### config.mk
export PLATFORM = sky130hd
export DESIGN_NAME = serial_mult_stream
export DESIGN_NICKNAME = d
export VERILOG_FILES = /design/src/rtl/serial_mult_pkg.sv /design/src/rtl/serial_mult_fifo.sv /design/src/rtl/serial_mult_stream.sv
export SDC_FILE = /design/constraint.sdc
export NUM_CORES = 1
export LEC_CHECK = 0
export ABC_AREA = 1
export CORE_MARGIN = 2
export CORE_UTILIZATION = 35
export CTS_BUF_LIST = sky130_fd_sc_hd__clkbuf_4 sky130_fd_sc_hd__clkbuf_8
export DETAILED_ROUTE_END_ITERATION = 10
export HOLD_SLACK_MARGIN = 0.12
export PLACE_DENSITY_LB_ADDON = 0.1
export SLEW_MARGIN = 20
export SYNTH_ARGS = -nofsm -noshare
export SYNTH_HDL_FRONTEND = slang
export SYNTH_SLANG_ARGS = --single-unit
### constraint.sdc
create_clock -name i_clk -period 3.37 [get_ports i_clk]
set_input_delay 0.674 -clock i_clk [delete_from_list [all_inputs] [get_ports i_clk]]
set_output_delay 0.674 -clock i_clk [all_outputs]
set_load 0.1 [all_outputs]
### src/rtl/serial_mult_pkg.sv
// +--------------------------------------------------------------------------+
// | Module      : serial_mult_pkg                                            |
// | Description : Shared definitions for the serial Booth multiplier stream:|
// |               control FSM state encoding, product width derivation and  |
// |               a constant-foldable ceil(log2) helper.                     |
// | Revision    : 1.0 - initial release                                      |
// +--------------------------------------------------------------------------+
`default_nettype none

package serial_mult_pkg;

  // Control FSM: collect operand bits, run Booth steps, hand result to FIFO.
  typedef enum logic [1:0] {
    ST_LOAD = 2'd0,
    ST_MULT = 2'd1,
    ST_PUSH = 2'd2
  } state_t;

  // A full product of two DATA_WIDTH-bit operands needs twice the width.
  function automatic int prod_width(input int data_width);
    return 2 * data_width;
  endfunction

  // Smallest bit count able to index 'value' entries (minimum 1).
  function automatic int clog2(input int value);
    int r;
    r = 0;
    for (int i = 0; i < 31; i++) begin
      if ((1 << i) < value) begin
        r = i + 1;
      end
    end
    if (r == 0) begin
      r = 1;
    end
    return r;
  endfunction

endpackage

`default_nettype wire

### src/rtl/serial_mult_fifo.sv
// +--------------------------------------------------------------------------+
// | Module      : serial_mult_fifo                                           |
// | Description : Synchronous result FIFO with full/empty flags. A push is   |
// |               honoured while full when a pop happens in the same cycle.  |
// |               Read data is show-ahead (head entry always on o_rdata).    |
// | Ports       : i_clk, i_rst (async, active-low), i_push/i_wdata,          |
// |               i_pop/o_rdata, o_full, o_empty                             |
// | Revision    : 1.0 - initial release                                      |
// +--------------------------------------------------------------------------+
`default_nettype none

module serial_mult_fifo
  import serial_mult_pkg::*;
#(
  parameter int WIDTH = 32,
  parameter int DEPTH = 4
) (
  input  logic             i_clk,
  input  logic             i_rst,
  input  logic             i_push,
  input  logic [WIDTH-1:0] i_wdata,
  input  logic             i_pop,
  output logic [WIDTH-1:0] o_rdata,
  output logic             o_full,
  output logic             o_empty
);

  localparam int c_aw = clog2(DEPTH);

  logic [WIDTH-1:0] r_mem [DEPTH];
  // One extra pointer bit distinguishes full from empty.
  logic [c_aw:0]    r_wr_ptr;
  logic [c_aw:0]    r_rd_ptr;
  logic             w_do_push;
  logic             w_do_pop;

  assign o_empty   = (r_wr_ptr == r_rd_ptr);
  assign o_full    = (r_wr_ptr[c_aw] != r_rd_ptr[c_aw]) &&
                     (r_wr_ptr[c_aw-1:0] == r_rd_ptr[c_aw-1:0]);
  assign w_do_pop  = i_pop & ~o_empty;
  assign w_do_push = i_push & (~o_full | w_do_pop);
  assign o_rdata   = r_mem[r_rd_ptr[c_aw-1:0]];

  always_ff @(posedge i_clk or negedge i_rst) begin
    if (!i_rst) begin
      r_wr_ptr <= '0;
      r_rd_ptr <= '0;
    end else begin
      if (w_do_push) begin
        r_wr_ptr <= r_wr_ptr + 1'b1;
      end
      if (w_do_pop) begin
        r_rd_ptr <= r_rd_ptr + 1'b1;
      end
    end
  end

  // Storage needs no reset: entries are only observed after being written.
  always_ff @(posedge i_clk) begin
    if (w_do_push) begin
      r_mem[r_wr_ptr[c_aw-1:0]] <= i_wdata;
    end
  end

endmodule

`default_nettype wire

### src/rtl/serial_mult_stream.sv
// +--------------------------------------------------------------------------+
// | Module      : serial_mult_stream                                         |
// | Description : Bit-serial streaming multiplier. Operand bits arrive LSB   |
// |               first, a radix-2 Booth engine forms the exact product one  |
// |               multiplier bit per enabled cycle, results queue in a FIFO  |
// |               and leave LSB first, 2*DATA_WIDTH bits per word.           |
// | Ports       : i_clk, i_rst (async, active-low), i_en (global enable),    |
// |               i_din_a/i_din_b/i_valid/o_ready (serial operand input),    |
// |               o_prod/o_valid/i_ready (serial product output),            |
// |               i_acc_clr (only with SERIAL_MULT_ACCUM_EN defined).        |
// | Options     : SERIAL_MULT_ACCUM_EN - running accumulation of products,   |
// |               cleared by i_acc_clr sampled with operand bit 0.           |
// | Revision    : 1.0 - initial release                                      |
// +--------------------------------------------------------------------------+
`default_nettype none

module serial_mult_stream
  import serial_mult_pkg::*;
#(
  parameter int DATA_WIDTH = 16,
  parameter int FIFO_DEPTH = 4,
  parameter int SIGNED     = 1
) (
  input  logic i_clk,
  input  logic i_rst,
  input  logic i_en,
  input  logic i_din_a,
  input  logic i_din_b,
  input  logic i_valid,
  output logic o_ready,
  output logic o_prod,
  output logic o_valid,
`ifdef SERIAL_MULT_ACCUM_EN
  input  logic i_acc_clr,
`endif
  input  logic i_ready
);

  localparam int c_prod_width = prod_width(DATA_WIDTH);
  // Unsigned operands get one zero bit so Booth sees them as non-negative.
  localparam int c_w          = (SIGNED != 0) ? DATA_WIDTH : DATA_WIDTH + 1;
  localparam int c_bit_w      = clog2(DATA_WIDTH);
  localparam int c_step_w     = clog2(c_w);
  localparam int c_ocnt_w     = clog2(c_prod_width);
  localparam logic [c_bit_w-1:0]  c_last_bit  = c_bit_w'(DATA_WIDTH - 1);
  localparam logic [c_step_w-1:0] c_last_step = c_step_w'(c_w - 1);
  localparam logic [c_ocnt_w-1:0] c_last_obit = c_ocnt_w'(c_prod_width - 1);

  state_t                  r_state;
  state_t                  w_state_nxt;

  // Operand collection
  logic [c_bit_w-1:0]      r_bit;
  logic [DATA_WIDTH-2:0]   r_a_sh;
  logic [DATA_WIDTH-2:0]   r_b_sh;
  logic [DATA_WIDTH-1:0]   w_a_full;
  logic [DATA_WIDTH-1:0]   w_b_full;
  logic                    w_accept;
  logic                    w_last_in;

  // Booth engine: r_hi is one bit wider than the operands so that
  // subtracting the most negative multiplicand cannot overflow.
  logic [c_w:0]            w_mcand_ext;
  logic [c_w-1:0]          w_mplier_ext;
  logic [c_w:0]            r_mcand;
  logic [c_w:0]            r_hi;
  logic [c_w-1:0]          r_q;
  logic                    r_qm1;
  logic [c_step_w-1:0]     r_step;
  logic [c_w:0]            w_sum;
  logic [2*c_w:0]          w_next_full;
  logic                    w_mult_step;
  logic                    w_mult_done;

  // FIFO and output serializer
  logic                    w_push;
  logic                    w_pop;
  logic                    w_fifo_full;
  logic                    w_fifo_empty;
  logic [c_prod_width-1:0] w_fifo_wdata;
  logic [c_prod_width-1:0] w_fifo_rdata;
  logic                    r_busy;
  logic [c_prod_width-1:0] r_shift;
  logic [c_ocnt_w-1:0]     r_ocnt;
  logic                    w_obit_last;

  assign o_ready     = (r_state == ST_LOAD) & i_rst;
  assign w_accept    = i_en & i_valid & o_ready;
  assign w_last_in   = (r_bit == c_last_bit);
  assign w_mult_step = i_en & (r_state == ST_MULT);
  assign w_mult_done = w_mult_step & (r_step == c_last_step);
  assign w_push      = i_en & (r_state == ST_PUSH) & (~w_fifo_full | w_pop);

  // ---------------------------------------------------------------- FSM
  always_ff @(posedge i_clk or negedge i_rst) begin
    if (!i_rst) begin
      r_state <= ST_LOAD;
    end else begin
      r_state <= w_state_nxt;
    end
  end

  always_comb begin
    w_state_nxt = r_state;
    case (r_state)
      ST_LOAD: if (w_accept && w_last_in) w_state_nxt = ST_MULT;
      ST_MULT: if (w_mult_done)           w_state_nxt = ST_PUSH;
      ST_PUSH: if (w_push)                w_state_nxt = ST_LOAD;
      default:                            w_state_nxt = ST_LOAD;
    endcase
  end

  // ------------------------------------------------------ operand intake
  // Bits shift in from the top so the first (LSB) bit ends at position 0.
  assign w_a_full = {i_din_a, r_a_sh};
  assign w_b_full = {i_din_b, r_b_sh};

  if (SIGNED != 0) begin : g_signed
    assign w_mcand_ext  = {w_a_full[DATA_WIDTH-1], w_a_full};
    assign w_mplier_ext = w_b_full;
  end else begin : g_unsigned
    assign w_mcand_ext  = {2'b00, w_a_full};
    assign w_mplier_ext = {1'b0, w_b_full};
  end

  // ------------------------------------------------------- Booth step
  always_comb begin
    w_sum = r_hi;
    case ({r_q[0], r_qm1})
      2'b01:   w_sum = r_hi + r_mcand;
      2'b10:   w_sum = r_hi - r_mcand;
      default: w_sum = r_hi;
    endcase
  end

  // {hi, q} after the arithmetic right shift of {sum, q, q_-1}.
  assign w_next_full = {w_sum[c_w], w_sum, r_q[c_w-1:1]};

  always_ff @(posedge i_clk or negedge i_rst) begin
    if (!i_rst) begin
      r_bit   <= '0;
      r_a_sh  <= '0;
      r_b_sh  <= '0;
      r_mcand <= '0;
      r_hi    <= '0;
      r_q     <= '0;
      r_qm1   <= 1'b0;
      r_step  <= '0;
    end else begin
      if (w_accept) begin
        r_a_sh <= w_a_full[DATA_WIDTH-1:1];
        r_b_sh <= w_b_full[DATA_WIDTH-1:1];
        if (w_last_in) begin
          r_bit   <= '0;
          r_mcand <= w_mcand_ext;
          r_q     <= w_mplier_ext;
          r_hi    <= '0;
          r_qm1   <= 1'b0;
          r_step  <= '0;
        end else begin
          r_bit <= r_bit + 1'b1;
        end
      end
      if (w_mult_step) begin
        r_hi   <= w_next_full[2*c_w:c_w];
        r_q    <= w_next_full[c_w-1:0];
        r_qm1  <= r_q[0];
        r_step <= r_step + 1'b1;
      end
    end
  end

  // ------------------------------------------------------ result select
`ifdef SERIAL_MULT_ACCUM_EN
  logic                    r_clr;
  logic [c_prod_width-1:0] r_acc;

  // The accumulator takes the new sum on the final Booth step, so it already
  // holds the word to be pushed while the FSM sits in PUSH.
  always_ff @(posedge i_clk or negedge i_rst) begin
    if (!i_rst) begin
      r_clr <= 1'b0;
      r_acc <= '0;
    end else begin
      if (w_accept && (r_bit == '0)) begin
        r_clr <= i_acc_clr;
      end
      if (w_mult_done) begin
        r_acc <= (r_clr ? '0 : r_acc) + w_next_full[c_prod_width-1:0];
      end
    end
  end

  assign w_fifo_wdata = r_acc;
`else
  logic [2*c_w:0]              w_full_prod;
  logic [2*c_w-c_prod_width:0] w_unused_prod_msbs;

  // Upper bits only repeat the sign; the exact product fits the low half.
  assign w_full_prod        = {r_hi, r_q};
  assign w_fifo_wdata       = w_full_prod[c_prod_width-1:0];
  assign w_unused_prod_msbs = w_full_prod[2*c_w:c_prod_width];
`endif

  // --------------------------------------------------------------- FIFO
  serial_mult_fifo #(
    .WIDTH (c_prod_width),
    .DEPTH (FIFO_DEPTH)
  ) u_fifo (
    .i_clk   (i_clk),
    .i_rst   (i_rst),
    .i_push  (w_push),
    .i_wdata (w_fifo_wdata),
    .i_pop   (w_pop),
    .o_rdata (w_fifo_rdata),
    .o_full  (w_fifo_full),
    .o_empty (w_fifo_empty)
  );

  // --------------------------------------------------------- serializer
  assign w_obit_last = (r_ocnt == c_last_obit);
  // Reload straight after the last bit so back-to-back words have no gap.
  assign w_pop   = i_en & ~w_fifo_empty & (~r_busy | (i_ready & w_obit_last));
  assign o_prod  = r_shift[0];
  assign o_valid = r_busy;

  always_ff @(posedge i_clk or negedge i_rst) begin
    if (!i_rst) begin
      r_busy  <= 1'b0;
      r_shift <= '0;
      r_ocnt  <= '0;
    end else begin
      if (w_pop) begin
        r_busy  <= 1'b1;
        r_shift <= w_fifo_rdata;
        r_ocnt  <= '0;
      end else if (i_en && r_busy && i_ready) begin
        if (w_obit_last) begin
          r_busy <= 1'b0;
        end else begin
          r_shift <= {1'b0, r_shift[c_prod_width-1:1]};
          r_ocnt  <= r_ocnt + 1'b1;
        end
      end
    end
  end

endmodule

`default_nettype wire
After elaboration in Yosys (flattened, before gate mapping)
Memories as Yosys holds them, arrays and structs flattened.
Cells that the tools add are included.
{ "totals": {"n_memories": 1, "reg_bits": 134, "word_cells": 97, "output_inout_bits": 3, "ram_bits": 128} }
{ "op_classes": {"bitwise": 18, "mux": 29, "n_eq_ne": 14, "addsub": 7, "n_reduce_logical": 14} }
{ "memory_table": {"columns": ["name", "words", "word_bits", "rd", "rd_ports_with_merged_regs", "wr", "line_no", "rtl"], "rows": [
  ["u_fifo.r_mem", 4, 32, 1, 0, 1, "serial_mult_fifo.sv:30", "logic [WIDTH-1:0] r_mem [DEPTH];"]
]} }
{ "op_table": {"columns": ["op", "count"], "rows": [
  ["32-bit two-way mux", 3],
  ["17-bit two-way mux", 3],
  ["16-bit two-way mux", 3],
  ["17-bit case mux with 2 select lines", 1],
  ["17-bit adder", 1],
  ["17-bit subtractor", 1],
  ["4-bit two-way mux", 4],
  ["5-bit two-way mux", 3],
  ["1-bit bitwise AND", 12],
  ["4-bit by 1-bit adder with 4-bit output, second input constant", 2],
  ["4-bit equality test, second input constant", 2],
  ["1-bit two-way mux", 8],
  ["2-bit AND reduction", 4],
  ["2-bit nonzero test", 4],
  ["3-bit by 1-bit adder with 3-bit output, second input constant", 2],
  ["2-bit two-way mux", 3],
  ["2-bit by 1-bit inequality test with 1-bit output, second input constant", 3],
  ["2-bit case mux with 3 select lines", 1],
  ["5-bit by 1-bit adder with 5-bit output, second input constant", 1],
  ["5-bit equality test, second input constant", 1],
  ["2-bit by 1-bit equality test with 1-bit output, second input constant", 2],
  ["2-bit equality test, second input constant", 2],
  ["1-bit logical AND", 4],
  ["3-bit equality test", 1],
  ["other kinds (7)", 11]
]} }

Longest topological paths before layout
{ "depth": {"word_depth": 9, "ltp_mapped": 20, "ltp_nobuf": 19} }

Hierarchy
Synthesis repeated with hierarchy kept, for this count alone.
{ "hier_totals": {"hier_cells": 1257, "hier_area_um2": 12079.1} }
{ "by_module_without_submodules": {"columns": ["module", "seq_area_each_um2", "cells_per_inst", "n_inst", "area_each_um2"], "rows": [
  ["serial_mult_stream", 3178.0, 888, 1, 6904.1],
  ["serial_mult_fifo", 3993.8, 369, 1, 5175.0]
]} }

Worst setup path after synthesis
No wires, ideal clock.
{ "synth_timing": {"path_type": "flip-flop to flip-flop", "startpoint": "reg r_ocnt[0]", "endpoint": "mem u_fifo.r_mem[0][0], enable pin", "path_stages_with_launch": 10, "required_time_ns": 2.949, "setup_ns": 0.421, "arrival_ns": 2.651, "setup_slack_ns": 0.298, "period_less_slack_ns": 3.072, "path_buffers": 0, "path_cell_list": "dfrtp_1 > ha_1 > and3_1 > ha_1 > inv_1 > o21ai_1 > nor2_1 > nand2_1 > nand3_2 > nor2_1"} }
{ "synth_via": {"elab_chain_len": 9, "word_cells_on_any_way": 11, "classes_between": "eq/ne (1); mux (2); bitwise (8)"} }
{ "synth_lines": {"columns": ["item", "line_no", "rtl"], "rows": [
  ["from (decl)", "serial_mult_stream.sv:84", "logic [c_ocnt_w-1:0] r_ocnt;"],
  ["from (signal assigned)", "serial_mult_stream.sv:242", "r_ocnt <= r_ocnt + 1'b1;"],
  ["5-bit equality test *", "serial_mult_stream.sv:221", "assign w_obit_last = (r_ocnt == c_last_obit);"],
  ["1-bit bitwise AND *", "serial_mult_stream.sv:223", "assign w_pop = i_en & ~w_fifo_empty & (~r_busy | (i_ready & w_obit_last));"],
  ["1-bit bitwise OR *", "serial_mult_stream.sv:223", null],
  ["1-bit bitwise AND *", "serial_mult_stream.sv:223", null],
  ["1-bit bitwise OR / 1-bit bitwise AND (equally long branches)", "serial_mult_stream.sv:92, serial_mult_fifo.sv:40", null],
  ["1-bit bitwise AND / 1-bit bitwise OR (equally long branches)", "serial_mult_stream.sv:92, serial_mult_fifo.sv:41", null],
  ["1-bit bitwise AND *", "serial_mult_fifo.sv:41", "assign w_do_push = i_push & (~o_full | w_do_pop);"],
  ["1-bit two-way mux *", "serial_mult_fifo.sv:60", "if (w_do_push) begin"],
  ["1-bit two-way mux (not written as such) *", "serial_mult_fifo.sv:61", "r_mem[r_wr_ptr[c_aw-1:0]] <= i_wdata;"],
  ["to (decl)", "serial_mult_fifo.sv:30", null]
]} }
Every way passes the cells marked *; elsewhere a longest branch is shown, timed or not.

Worst setup path after layout
{ "layout_timing": {"startpoint": "reg r_q[0]", "endpoint": "reg r_hi[13]"} }
{ "layout_via": {"elab_chain_len": 3, "word_cells_on_any_way": 4, "classes_between": "eq/ne (2); mux (2)"} }
{ "layout_lines": {"columns": ["item", "line_no", "rtl"], "rows": [
  ["from (decl)", "serial_mult_stream.sv:67", "logic [c_w-1:0] r_q;"],
  ["from (signal assigned)", "serial_mult_stream.sv:156", "r_q <= w_mplier_ext;"],
  ["from (signal assigned)", "serial_mult_stream.sv:166", "r_q <= w_next_full[c_w-1:0];"],
  ["2-bit equality test / 2-bit by 1-bit equality test with 1-bit output (equally long branches)", "serial_mult_stream.sv:129", "case ({r_q[0], r_qm1})"],
  ["17-bit case mux with 2 select lines *", "serial_mult_stream.sv:129", null],
  ["17-bit two-way mux *", "serial_mult_stream.sv:164", "if (w_mult_step) begin"],
  ["to (signal assigned)", "serial_mult_stream.sv:165", "r_hi <= w_next_full[2*c_w:c_w];"],
  ["to (decl)", "serial_mult_stream.sv:66", "logic [c_w:0] r_hi;"]
]} }
Marks and branches as above.
A chain may end at the register's enable or synchronous reset.

==> summary.md <==
| Metric | Value |
|---|---|
| Req. time, crit path | `3860 ps` |
| DIE HEIGHT | `190 um` |
| Routed length on met3 | `970 um` |
| Die Footprint | `36,000 um2` |
| Slew Viols, Final | `0` |
| Status | `finished, final reports clean` |
| Worst-Margin Slew | `773 ps` |
| GR Overflow Total | `0` |
| Initial Utilization | `0.358` |
| CTS tree | `yes` |
| Hold Slack | `476 ps` |
| Xor and xnor area share after synthesis | `0.0203` |
| Routability Congestion | `0.794` |
| Die width | `190 um` |
| Wire length on met1 | `14,100 um` |
| Skew final | `26.9 ps` |
| Synth warnings | `0` |
| Post-Synth Simple-Gate Area | `0.171` |
| Clock transition at path regs | `60 ps` |
| Initial DRC Count | `422` |
| DR vias | `8,420` |
| Power per cell area | `820 nW/um2` |
| Fraction of layout cells with a size suffix above 1 | `0.0975` |
| CP Max Fanout | `8` |
| Fill cell count | `3,433` |
| Count of cell types in the netlist | `42` |
| Compound-cell area share of the yosys netlist | `0.111` |
| Post-synth top cells | `nand2_1, nor2_1, inv_1` |
| Flops & latches, synth | `261` |
| Global Route Usage Sum | `0.159` |
| Seq/Total Area, Yosys | `0.595` |
| Finished Layout Cells | `1,802` |
| Setup slack at placement | `160 ps` |
| ANT cells | `0` |
| Cells after synthesis | `1,279` |
| Data arrival time of the worst path | `3310 ps` |
| I/O pins | `10` |
| Post-CTS Resized | `0` |
| Minimum clock period | `2820 ps` |
| Syn avg cell area | `9.43 um2` |
| Clock Path Buffers | `3` |
| Inst Count DP | `1,714` |
| Top cell type's share of synthesized area | `0.319` |
| Vias in the first global route | `8,499` |
| Final ANT Viol Nets | `0` |
| Max-Slew Margin vs Limit | `0.484` |
| Ys async rst share | `0.510` |
| Max Freq | `0.355 GHz` |
| Most used DFF post-synth | `dfrtp_1` |
| First-pass GRT wire length | `45,300 um` |
| Root Buffer Master | `clkbuf_8` |
| Clock sink count | `261` |
| Clk Latency, worst-skew pair | `580 ps` |
| Hold WC Path Type | `reg2reg` |
| Worst IR drop on VDD | `0.380 mV` |
| Largest family of logic cells by synthesized area | `simple AND/OR/NAND/NOR gates` |
| Port Buffers | `9` |
| # Max-Cap Violations | `0` |
| Post-CTS setup buffers | `0` |
| Slack of the critical path | `549 ps` |
| Vias per inst | `4.67` |
| Most frequent cell after synthesis | `nand2_1` |
| Core Rows | `67` |
| Static leakage | `6.11 nW` |
| Setup CP Type | `reg2reg` |
| WL met2 | `11,800 um` |
| Design area | `13,700 um2` |
| Synth Area in Adders | `0.0297` |
| Hold buffers post-CTS | `1` |
| Post-DP HPWL | `17,900 um` |
| Core Area | `33,700 um2` |
| Nets@finish | `1,351` |
| Synth area leader | `edfxtp_1` |
| Mapped Nets | `1,314` |
| Largest net degree at the start of global routing | `66` |
| Placed Area | `12,800 um2` |
| Synth area leaders | `edfxtp_1, dfrtp_1, nand2_1, nor2_1, inv_1` |
| Critical Path Source Type | `register` |
| RSZ-0062 raised after global routing | `no` |
| Final Hold Violating Endpoints | `0` |
| Top Layer Used | `met4` |
| DRT Pass-1 Iters | `4` |
| Final setup TNS | `0 ps` |
| Post-route DRC | `0` |
| Mapped cell area | `12,100 um2` |
| EDFF count, synth | `128` |
| Total Wirelength | `27,500 um` |
| Wire per inst | `15.2 um` |
| Mux share of post-synthesis cell area | `0` |
| Endpoints failing setup | `0` |
| Layout overhead on the synthesized area | `13.7%` |
| CTS H-tree depth | `2` |
| Antenna violations before repair | `0` |
| Tcrit/Tclk final | `0.837` |
| CP Capture Type | `register` |
| Num CTS Buffers | `47` |
final cells by class:
| class | count | area [um2] | share of cell area |
|---|---|---|---|
| sequential | 261 | 7170 | 0.523 |
| multi-input combinational | 794 | 4040 | 0.294 |
| clock buffer | 67 | 816 | 0.0595 |
| inverter | 175 | 658 | 0.0480 |
| tap | 448 | 561 | 0.0409 |
| timing repair buffer | 37 | 347 | 0.0253 |
| clock inverter | 20 | 130 | 0.00948 |
cell families (layout without fill, tap and decap cells):
kind of cell               after synthesis  count (layout)
AOI/OAI and AO/OA                      230             230
and+or+nand+nor                        508             508
adders and majority gates               28              28
buffers and inverters                  224             299
xor gates and xnor gates                28              28
DFF                                    261             261
state kept, by name (all words and copies together) (netlist names):
name,count
r_b_sh,15
r_q,16
r_a_sh,15
r_state,2
o_valid,1
r_ocnt,5
r_qm1,1
u_fifo.r_rd_ptr,3
r_step,4
r_hi,16
r_shift,32
u_fifo.r_wr_ptr,3
r_bit,4
u_fifo.r_mem,128
r_mcand,16
power by group:
part / switching (mW) / internal [mW] / leakage, nW / total (mW)
Combinational: 2.31 / 1.28 / 2.82 / 3.58
Clock: 1.32 / 1.65 / 0.505 / 2.97
Sequential: 0.605 / 4.10 / 2.79 / 4.70
Total: 4.23 / 7.02 / 6.11 / 11.3
placed cells by master (no fill, tap or decap), types with 2 or more instances in the layout:
| master | Yosys | routed |
|---|---|---|
| nand4_1 | 5 | 5 |
| buf_4 | 4 | 26 |
| edfxtp_1 | 128 | 128 |
| o31ai_1 | 2 | 2 |
| nor2_4 | 3 | 7 |
| nor3_1 | 33 | 33 |
| dfrtp_1 | 133 | 132 |
| clkbuf_4 | 0 | 17 |
| clkdlybuf4s50_1 | 0 | 5 |
| nand2_1 | 233 | 233 |
| o21ai_0 | 121 | 121 |
| nand3_2 | 2 | 2 |
| clkinv_2 | 1 | 7 |
| nor2_1 | 194 | 191 |
| inv_2 | 7 | 7 |
| a21boi_1 | 2 | 2 |
| o22ai_1 | 10 | 10 |
| clkbuf_8 | 0 | 50 |
| clkinv_1 | 0 | 9 |
| xnor2_1 | 6 | 6 |
| o211ai_1 | 13 | 13 |
| ha_1 | 27 | 27 |
| buf_12 | 0 | 4 |
| inv_6 | 0 | 2 |
| o21ai_1 | 7 | 7 |
| inv_1 | 167 | 167 |
| or2_2 | 3 | 3 |
| o22a_1 | 28 | 28 |
| xor2_1 | 22 | 22 |
| nand3b_1 | 3 | 3 |
| nand3_1 | 27 | 27 |
| a21oi_1 | 37 | 37 |
| o221ai_1 | 3 | 3 |
critical path: stages (launching register included):
cell and delay (ps):
dfrtp_1 450, ha_1 250, inv_1 140, nand2_1 150, nand2_1 100, nor2_1 190
nand2_1 90, xor2_1 140, inv_1 60, ha_1 350, nand2_1 170, inv_1 50
nand2_1 60, nand2_1 50, a21oi_1 150, nand2_1 70, nand2_1 60, nand3_1 70
a21oi_1 140
path summary, 6_finish.rpt:
path	startpoint	end	slack, ps	cells after the start
min in group asynchronous	i_rst	r_hi[2]$_DFFE_PN0P_	540	2
setup reg to reg	r_q[0]$_DFFE_PN0P_	r_hi[13]$_DFFE_PN0P_	550	18
setup / recovery	r_q[0]$_DFFE_PN0P_	r_hi[13]$_DFFE_PN0P_	550	18
hold / removal	r_a_sh[8]$_DFFE_PN0P_	r_a_sh[8]$_DFFE_PN0P_	480	2
hold reg to reg	r_a_sh[8]$_DFFE_PN0P_	r_a_sh[8]$_DFFE_PN0P_	480	2
max in group asynchronous	i_rst	u_fifo.r_rd_ptr[0]$_DFFE_PN0P_	1730	3
through the flow:
stage,utilization,total power [mW]
3_5_place_dp,0.379,8.38
3_3_place_gp,0.379,8.37
5_1_grt,0.407,12.2
4_1_cts,0.407,11.4
6_report,0.407,11.3
2_1_floorplan,-,7.26
routing by layer:
layer	track usage	vias up
li1	-	4278
met1	0.230	4008
met3	0.0299	39
met5	0	-
met4	0.0498	0
met2	0.243	95
Note: power is estimated with default switching activity, not from simulation.
